[src/rtl/lt100_pkg.sv]
// Shared types for the lt100 prefetch buffer: FSM states, FIFO entry layout and bus constants.
package lt100_pkg;

  typedef enum logic [1:0] {
    ST_IDLE    = 2'd0,
    ST_PF_WAIT = 2'd1,
    ST_D_WAIT  = 2'd2,
    ST_GAP     = 2'd3
  } pf_state_e;

  localparam logic [3:0] BE_WORD = 4'b1111;

  typedef struct packed {
    logic [29:0] addr;
    logic [31:0] data;
    logic        err;
  } pf_entry_t;

endpackage

[src/rtl/lt100_pf_fifo.sv]
// Prefetch FIFO: synchronous push/pop with flush, head peek, full and empty flags.
module lt100_pf_fifo
  import lt100_pkg::*;
#(
  parameter int DEPTH = 4
) (
  input  logic      clk,
  input  logic      rst_n,
  input  logic      i_flush,
  input  logic      i_push,
  input  pf_entry_t i_push_data,
  input  logic      i_pop,
  output pf_entry_t o_head,
  output logic      o_full,
  output logic      o_empty
);
  localparam int PW = $clog2(DEPTH);
  localparam logic [PW:0] PTR_ONE = (PW + 1)'(1);

  pf_entry_t   r_mem [DEPTH];
  logic [PW:0] r_wr_ptr;
  logic [PW:0] r_rd_ptr;
  logic        w_do_push;
  logic        w_do_pop;

  assign o_empty   = (r_wr_ptr == r_rd_ptr);
  assign o_full    = (r_wr_ptr[PW] != r_rd_ptr[PW]) &&
                     (r_wr_ptr[PW-1:0] == r_rd_ptr[PW-1:0]);
  assign o_head    = r_mem[r_rd_ptr[PW-1:0]];
  assign w_do_pop  = i_pop && !o_empty && !i_flush;
  // A pop frees the slot the push lands in, so push-on-full is legal when paired with a pop.
  assign w_do_push = i_push && !i_flush && (!o_full || w_do_pop);

  // NOTE: sequential state uses non-blocking assignments so every register samples pre-edge values.
  always_ff @(posedge clk or negedge rst_n) begin
    if (!rst_n) begin
      r_wr_ptr <= '0;
      r_rd_ptr <= '0;
    end else if (i_flush) begin
      r_wr_ptr <= '0;
      r_rd_ptr <= '0;
    end else begin
      if (w_do_push) r_wr_ptr <= r_wr_ptr + PTR_ONE;
      if (w_do_pop)  r_rd_ptr <= r_rd_ptr + PTR_ONE;
    end
  end

  // NOTE: the storage array has no reset; the pointers alone define which entries are valid.
  always_ff @(posedge clk) begin
    if (w_do_push) r_mem[r_wr_ptr[PW-1:0]] <= i_push_data;
  end

endmodule

[src/rtl/lt100_prefetch.sv]
// Instruction prefetch buffer and bus arbiter for lt100. Optional LT100_PF_STORE_FLUSH_EN:
// granted stores flush the prefetch FIFO to keep self-modifying code coherent.
module lt100_prefetch
  import lt100_pkg::*;
#(
  parameter int DEPTH = 4
) (
  input  logic        clk,
  input  logic        rst_n,
  input  logic        if_en,
  input  logic [31:0] if_addr,
  output logic        if_ready,
  output logic [31:0] if_data,
  output logic        if_err,
  input  logic        d_en,
  input  logic        d_wr_en,
  input  logic [31:0] d_addr,
  input  logic [31:0] d_wdata,
  input  logic [3:0]  d_be,
  output logic        d_ready,
  output logic [31:0] d_rdata,
  output logic        d_err,
  output logic        bus_enable,
  output logic        bus_wr_en,
  output logic [31:0] bus_addr,
  output logic [31:0] bus_i_data,
  output logic [3:0]  bus_be,
  input  logic        bus_ready,
  input  logic [31:0] bus_o_data,
  input  logic        bus_err
);
  pf_state_e   r_state, w_state_nxt;
  logic [29:0] r_pf_addr, w_pf_addr_nxt;
  logic        r_drop, w_drop_nxt;
  logic        r_err_halt, w_err_halt_nxt;
  logic        r_if_ready, r_if_err, r_d_ready, r_d_err;
  logic [31:0] r_if_data, r_d_rdata;
  logic        r_bus_enable, r_bus_wr_en;
  logic [31:0] r_bus_addr, r_bus_i_data;
  logic [3:0]  r_bus_be;
  pf_entry_t   w_head, w_push_data;
  logic        w_full, w_empty, w_push, w_flush, w_store_flush;
  logic        w_if_req, w_d_req, w_head_match, w_waiting, w_hit, w_miss;
  logic        w_issue_pf, w_issue_d;
  logic [1:0]  w_unused_if_lo;

  assign w_unused_if_lo = if_addr[1:0];

  // The core drops *_en one cycle late, so requests are masked while the ready pulse is out.
  assign w_if_req     = if_en && !r_if_ready;
  assign w_d_req      = d_en && !r_d_ready;
  assign w_head_match = !w_empty && (w_head.addr == if_addr[31:2]);
  // An empty FIFO already aimed at the requested word is a pending miss, not a new one.
  assign w_waiting    = w_empty && !r_err_halt && (r_pf_addr == if_addr[31:2]);
  assign w_hit        = w_if_req && w_head_match;
  assign w_miss       = w_if_req && !w_head_match && !w_waiting;

`ifdef LT100_PF_STORE_FLUSH_EN
  assign w_store_flush = (r_state == ST_IDLE) && w_d_req && d_wr_en;
`else
  assign w_store_flush = 1'b0;
`endif
  assign w_flush     = w_miss || w_store_flush;
  assign w_push_data = '{addr: r_pf_addr, data: bus_o_data, err: bus_err};

  lt100_pf_fifo #(.DEPTH(DEPTH)) u_fifo (
    .clk         (clk),
    .rst_n       (rst_n),
    .i_flush     (w_flush),
    .i_push      (w_push),
    .i_push_data (w_push_data),
    .i_pop       (w_hit),
    .o_head      (w_head),
    .o_full      (w_full),
    .o_empty     (w_empty)
  );

  // NOTE: every signal written here gets a default first, so no path can infer a latch.
  always_comb begin
    w_state_nxt    = r_state;
    w_pf_addr_nxt  = r_pf_addr;
    w_drop_nxt     = r_drop;
    w_err_halt_nxt = r_err_halt;
    w_push         = 1'b0;
    w_issue_pf     = 1'b0;
    w_issue_d      = 1'b0;
    case (r_state)
      ST_IDLE: begin
        if (w_d_req) begin
          w_issue_d   = 1'b1;
          w_state_nxt = ST_D_WAIT;
        end else if (!w_full && !r_err_halt && !w_flush) begin
          w_issue_pf  = 1'b1;
          w_state_nxt = ST_PF_WAIT;
        end
      end
      ST_PF_WAIT: begin
        if (bus_ready) begin
          w_state_nxt = ST_GAP;
          w_drop_nxt  = 1'b0;
          if (!r_drop && !w_flush) begin
            w_push        = 1'b1;
            w_pf_addr_nxt = r_pf_addr + 30'd1;
            if (bus_err) w_err_halt_nxt = 1'b1;
          end
        end
      end
      ST_D_WAIT: if (bus_ready) w_state_nxt = ST_GAP;
      ST_GAP:    w_state_nxt = ST_IDLE;
      default:   w_state_nxt = ST_IDLE;
    endcase
    if (w_miss) begin
      w_pf_addr_nxt  = if_addr[31:2];
      w_err_halt_nxt = 1'b0;
      if (r_state == ST_PF_WAIT && !bus_ready) w_drop_nxt = 1'b1;
    end else if (w_store_flush) begin
      w_err_halt_nxt = 1'b0;
      // Restart from the oldest word the core has not yet consumed.
      if (!w_empty) w_pf_addr_nxt = w_hit ? w_head.addr + 30'd1 : w_head.addr;
    end
  end

  always_ff @(posedge clk or negedge rst_n) begin
    if (!rst_n) begin
      r_state      <= ST_IDLE;
      r_pf_addr    <= '0;
      r_drop       <= 1'b0;
      r_err_halt   <= 1'b0;
      r_if_ready   <= 1'b0;
      r_if_data    <= '0;
      r_if_err     <= 1'b0;
      r_d_ready    <= 1'b0;
      r_d_rdata    <= '0;
      r_d_err      <= 1'b0;
      r_bus_enable <= 1'b0;
      r_bus_wr_en  <= 1'b0;
      r_bus_addr   <= '0;
      r_bus_i_data <= '0;
      r_bus_be     <= '0;
    end else begin
      r_state    <= w_state_nxt;
      r_pf_addr  <= w_pf_addr_nxt;
      r_drop     <= w_drop_nxt;
      r_err_halt <= w_err_halt_nxt;
      r_if_ready <= w_hit;
      if (w_hit) begin
        r_if_data <= w_head.data;
        r_if_err  <= w_head.err;
      end
      r_d_ready <= (r_state == ST_D_WAIT) && bus_ready;
      if ((r_state == ST_D_WAIT) && bus_ready) begin
        r_d_rdata <= bus_o_data;
        r_d_err   <= bus_err;
      end
      if (w_issue_d) begin
        r_bus_enable <= 1'b1;
        r_bus_wr_en  <= d_wr_en;
        r_bus_addr   <= d_addr;
        r_bus_i_data <= d_wdata;
        r_bus_be     <= d_be;
      end else if (w_issue_pf) begin
        r_bus_enable <= 1'b1;
        r_bus_wr_en  <= 1'b0;
        r_bus_addr   <= {r_pf_addr, 2'b00};
        r_bus_i_data <= '0;
        r_bus_be     <= BE_WORD;
      end else if (bus_ready && (r_state == ST_PF_WAIT || r_state == ST_D_WAIT)) begin
        r_bus_enable <= 1'b0;
      end
    end
  end

  assign if_ready   = r_if_ready;
  assign if_data    = r_if_data;
  assign if_err     = r_if_err;
  assign d_ready    = r_d_ready;
  assign d_rdata    = r_d_rdata;
  assign d_err      = r_d_err;
  assign bus_enable = r_bus_enable;
  assign bus_wr_en  = r_bus_wr_en;
  assign bus_addr   = r_bus_addr;
  assign bus_i_data = r_bus_i_data;
  assign bus_be     = r_bus_be;

endmodule

[config.mk]
export PLATFORM = sky130hd
export DESIGN_NAME = lt100_prefetch
export DESIGN_NICKNAME = d
export VERILOG_FILES = /design/src/rtl/lt100_pkg.sv /design/src/rtl/lt100_pf_fifo.sv /design/src/rtl/lt100_prefetch.sv
export SDC_FILE = /design/constraint.sdc
export NUM_CORES = 1
export LEC_CHECK = 0
export ABC_AREA = 1
export CORE_MARGIN = 1.5
export CORE_UTILIZATION = 55
export CTS_BUF_LIST = sky130_fd_sc_hd__clkbuf_2
export CTS_CLUSTER_SIZE = 8
export DETAILED_ROUTE_END_ITERATION = 12
export GPL_TIMING_DRIVEN = 0
export PLACE_DENSITY = 0.83
export SETUP_SLACK_MARGIN = 0.5
export SYNTH_ARGS = -nofsm -noshare
export SYNTH_HDL_FRONTEND = slang
export SYNTH_HIERARCHICAL = 1
export SYNTH_SLANG_ARGS = --single-unit
[constraint.sdc]
create_clock -name clk -period 11.7 [get_ports clk]
set_input_delay 2.34 -clock clk [delete_from_list [all_inputs] [get_ports clk]]
set_output_delay 2.34 -clock clk [all_outputs]
set_load 0.01 [all_outputs]
# --- Word level (Yosys, flattened, before mapping) ---
# Memories as Yosys holds them, arrays and structs flattened.
# Index checks and enable logic that the tools add are counted.
totals:
  mem_bits_rw: 252
  wordCells: 117
  reg_bits: 178
  out_inout_bits: 138
  n_memories: 1
mem_list:
  columns: ["name", "depth", "word_bits", "read_ports", "rd_clocked_by_memory_dff", "wr", "line", "rtl"]
  rows:
  - ["u_fifo.r_mem", 4, 63, 1, 0, 1, "lt100_pf_fifo.sv:20", "pf_entry_t r_mem [DEPTH];"]
op_classes:
  reduce_logical: 44
  n_eq_ne: 10
  n_addsub: 3
  muxes: 42
op_table:
  columns: ["operator", "count"]
  rows:
  - ["2-to-1 mux 32 bit", 4]
  - ["2-to-1 mux 30 bit", 4]
  - ["equality test 30 bit", 2]
  - ["adder 30 x 1 -> 30 bit (second input constant)", 1]
  - ["2-to-1 mux 1 bit", 24]
  - ["logical AND 1 bit", 19]
  - ["nonzero test 2 bit", 7]
  - ["2-to-1 mux 3 bit", 4]
  - ["logical NOT 1 bit", 10]
  - ["2-to-1 mux 4 bit", 2]
  - ["adder 3 x 1 -> 3 bit (second input constant)", 2]
  - ["2-to-1 mux 2 bit", 3]
  - ["case mux 2 bit (3 select lines)", 1]
  - ["equality test 2 bit (second input constant)", 2]
  - ["AND reduction 4 bit", 1]
  - ["equality test 3 bit", 1]
  - ["!= test 3 bit (second input constant)", 1]
  - ["AND reduction 3 bit", 1]
  - ["nonzero test 3 bit", 1]
  - ["equality test 2 x 1 -> 1 bit (second input constant)", 1]
  - ["equality test 2 bit", 1]
  - ["logical NOT 2 bit", 1]
  - ["logical OR 1 bit", 2]
  - ["!= test 2 x 1 -> 1 bit (second input constant)", 1]
  - ["3 further kinds", 3]

# --- Logic depth before layout (Yosys ltp) ---
logic_depth:
  word_depth: 15
  ltp_mapped: 24

# --- Modules after synthesis ---
# Netlist, hierarchy kept.
by_module_without_submodules:
  columns: ["module", "n_inst", "cells_each", "seq_area_each_um2", "area_each_um2"]
  rows:
  - ["lt100_pf_fifo", 1, 672, 7717.4, 9753.1]
  - ["lt100_prefetch", 1, 1177, 4304.1, 8876.0]

# --- Least setup slack after synthesis ---
# No wires, ideal clock.
synth_path:
  path_type: "in2reg"
  start: "in if_addr[30]"
  end: "mem u_fifo/r_mem[0][0] in the netlist's numbering (enable)"
  setup_slack_ns: 4.891
  t_required_ns: 11.216
  setup_ns: 0.484
  t_arrival_ns: 6.325
  stages: 16
  cell_sequence: "inv_1 > nand2_1 > nand2_1 > nand2_1 > nor2_1 > nand2_1 > nor2_1 > nand2_1 > inv_1 > nand2_1 > clkinv_1 > buf_2 > inv_1 > nand4_4 > nand3_2 > nor2_1"
synth_between:
  word_cells_on_any_way: 21
  classes_between: "eq/ne (2); mux (5); reduce/logical (14)"
synth_rtl:
  columns: ["item", "line", "rtl"]
  rows:
  - ["start, declared", "lt100_prefetch.sv:11", "input logic [31:0] if_addr,"]
  - ["equality test 30 bit", "lt100_prefetch.sv:52", "assign w_head_match = !w_empty && (w_head.addr == if_addr[31:2]);"]
  - ["logical AND 1 bit", "lt100_prefetch.sv:52", null]
  - ["logical AND 1 bit", "lt100_prefetch.sv:55", "assign w_hit = w_if_req && w_head_match;"]
  - ["named net w_hit", "lt100_prefetch.sv:43", "logic w_if_req, w_d_req, w_head_match, w_waiting, w_hit, w_miss;"]
  - ["logical AND 1 bit (2 in a row)", "lt100_pf_fifo.sv:30", "assign w_do_pop = i_pop && !o_empty && !i_flush;"]
  - ["logical OR 1 bit", "lt100_pf_fifo.sv:32", "assign w_do_push = i_push && !i_flush && (!o_full || w_do_pop);"]
  - ["logical AND 1 bit", "lt100_pf_fifo.sv:32", null]
  - ["2-to-1 mux 1 bit", "lt100_pf_fifo.sv:50", "if (w_do_push) r_mem[r_wr_ptr[PW-1:0]] <= i_push_data;"]
  - ["2-to-1 mux 1 bit (implied by the code)", "lt100_pf_fifo.sv:50", null]
  - ["end, declared", "lt100_pf_fifo.sv:20", null]
# The timed path passes the listed nets, and every way through them passes these cells.

# --- Worst setup path after layout ---
layout_path:
  start: "in if_addr[27]"
  end: "mem u_fifo/r_mem[1][56] in the netlist's numbering (enable)"
# The elaborated chain is that of the path after synthesis.

==> impl_metrics.ini <==
[pwr]
total_power_uw = 4026
p_per_area_nw_per_um2 = 173.9
ir_worst_vdd_mv = 0.1486
p_leak_uw = 0.01005

[cts]
clockBufferDepth = 3
clkSinkCount = 430
clock_latency_ps = 990
htree_levels = 3
cts-hold-fix-buffers = 0
cts_root_buffer = clkbuf_2
tritoncts = yes
cts_resized = 0
clkTransAtPathRegs_ps = 100
cts_setup_buffers = 0
cts_buffers = 103

[timing]
slew_headroom = 0.4390
max_freq_mhz = 169.7
drv_slew = 0
worstMarginPinSlew_ps = 839.5
fin_tns_setup_ps = 0
post-route-period-util = 0.5037
timing.final.ws_setup_ps = 5806
setup_viol = 0
fin_skew_ps = 91.26
rsz0062_at_grt = false
final_hold_viol_count = 0
fin_crit_ps = 5894

[min_path]
hp-start = bus_i_data[5]
hold_path.class = reg2reg

[detailed_routing]
wirelength_um = 51090
drcViolationCount = 0
first_pass_iters = 6
via_per_inst = 5.455
first_iter_violations = 1520
vias = 15130
routedWlPerCell_um = 18.42
final_antenna_net_count = 0

[place]
dp_hpwl_um = 35570
port-buffer-count = 274
post-place-ws_ps = 4927
place.gp.congestion = 0.9510

[cells_and_area]
area_growth_pct = 24.27
nets = 2385
final_util = 0.6921
n_fill_cell = 2471
drive_above_1_share = 0.1308

[global_route]
grt_start_max_net_pins = 111
grt_overflow = 0
grt_use_total = 0.2917
grt_pass1_vias = 15110
grt_pass1_wl_um = 79190
antenna_found_initial = 2

[floorplan]
fp.dieW_um = 187.0
io-pin-count = 277
core-area_um2 = 33450
start_util = 0.5570
dieArea_um2 = 34980
chipHeight_um = 187.0
rows = 67

[synthesis]
seq_area_frac_synth = 0.6453
synth_area_um2 = 18630
async_flop_share = 0.4140
synth_cell_types = 40
yosysWarningCount = 6
syn-num-nets = 1997
syn_avg_cell_area_um2 = 10.08
ys_ff_latch = 430
yosys_most_used_dff = edfxtp_1
synthCells = 1849
synth_edf_count = 252

[setup_path]
cp.arrival_ps = 6530
path_max_fanout = 24
cp-startpoint = if_addr[27]
critPathRequiredTime_ps = 12330
end_kind = flop
reg2reg_from = u_fifo/r_rd_ptr[1]
crit_type = in2reg
startpoint_type = input pin

[run]
cap_viol_max_count = 0

[status]
status = complete, no violations
[through the flow]
step,instance area (µm²),cells,hold WS (ps)
after global routing,23150,2774,508.7
after CTS,23140,2772,485.1
final,23150,2774,478.7
after global placement,21930,2571,452.5
after detailed placement,22160,2580,457.4
after floorplan,18630,1849,467.0
[flip-flops by register name, indices dropped and copies added, names as in the netlist, 2 cells and up, named ones only]
signal and cells:
bus_be 4, u_fifo/r_wr_ptr 3, if_data 32, u_fifo/r_rd_ptr 3
r_state 2, bus_addr 32, d_rdata 32, r_pf_addr 30
u_fifo/r_mem 252, bus_i_data 32
[layer usage]
layer | routed length, µm | global-route usage | vias up
met5 | 0 | 0 | -
met4 | 1563 | 0.1306 | 0
met3 | 5310 | 0.06886 | 114
met2 | 24390 | 0.4835 | 884
met1 | 19820 | 0.3670 | 7161
li1 | - | - | 6972
[power by group]
group	internal [µW]	leakage, µW	switching, µW	total [µW]
registers	1810	0.00453	136	1940
clock network	396	0.000754	607	1000
logic	514	0.00477	567	1080
[layout make-up]
cell class,instances,area (µm²),share of cell area
Sequential cell,430,12020,0.5193
Tap cell,448,560.5,0.02421
Multi-Input combinational cell,1185,5618,0.2427
Clock buffer,164,820.8,0.03546
Buffer,86,460.4,0.01989
Clock inverter,28,161.4,0.006972
Antenna cell,2,5.005,0.0002162
Timing Repair Buffer,283,2943,0.1271
Inverter,148,559.3,0.02416
[path summary, 6_finish.rpt]
path	endpoint	slack [ps]	depth (start not counted)
max	u_fifo/r_mem[1][56]	5810	20
min	bus_i_data[5]	480	2
max reg2reg	u_fifo/r_mem[1][56]	6040	22
min reg2reg	bus_i_data[5]	480	2
max in group asynchronous	bus_i_data[3]	9360	2
min in group asynchronous	if_data[27]	1310	1
[cell usage in the layout (no fill, tap or decap), types with 30 or more instances in the layout]
master,netlist,final
clkbuf_1,42,42
clkbuf_2,4,168
clkdlybuf4s50_1,0,273
dfrtp_1,178,178
edfxtp_1,252,252
inv_1,135,135
nand2_1,583,583
nand3_1,36,36
nor2_1,174,170
o21ai_0,145,145
o21ai_1,30,30
o21ai_2,31,31
o22ai_1,65,65
[cell usage after synthesis, types with 4 or more instances]
master / n / area, µm²
dfrtp_1: 178 / 4454
clkbuf_2: 4 / 20.02
inv_2: 9 / 33.78
nand4_1: 17 / 106.4
edfxtp_1: 252 / 7567
o21ai_2: 31 / 271.5
clkbuf_1: 42 / 157.7
buf_6: 13 / 146.4
o21ai_1: 30 / 150.1
nor2_1: 174 / 653.1
o211ai_1: 13 / 97.59
ha_1: 9 / 112.6
o21ai_0: 145 / 725.7
nand2_2: 9 / 56.30
xnor2_1: 16 / 140.1
inv_1: 135 / 506.7
xor2_1: 25 / 219.0
a21oi_2: 4 / 35.03
nor3_1: 8 / 40.04
buf_2: 25 / 125.1
nand2_1: 583 / 2188
nand3_1: 36 / 180.2
o22ai_1: 65 / 406.6
[worst max-delay path, cell delays in order]
cell             delay [ps]
clkdlybuf4s50_1         620
inv_1                   120
nand2_1                  70
nand2_1                  50
inv_1                    40
nand2_1                  50
nor2_1                  110
nand2_1                  70
nor2_1                  110
nand2_1                  90
inv_1                   100
nand2_1                 280
clkinv_1                300
buf_2                   400
inv_1                   130
nand4_4                 150
nand3_2                 230
nor2_4                  720
buf_12                  290
buf_16                  190
[logic make-up (layout without fill, tap and decap cells)]
kind of cell,after synthesis,count (layout),share of synthesized area
AND/OR/NAND/NOR,842,842,0.1817
flip-flops,430,430,0.6453
AO/OA/AOI/OAI,290,290,0.09127
buffers and inverters,234,709,0.05474
XOR/XNOR,41,41,0.01928
adder cells (fa/ha/maj),9,9,0.006045
multiplexers,3,3,0.001612
other,0,2,0
No activity file was read; power rests on OpenSTA's default activity.
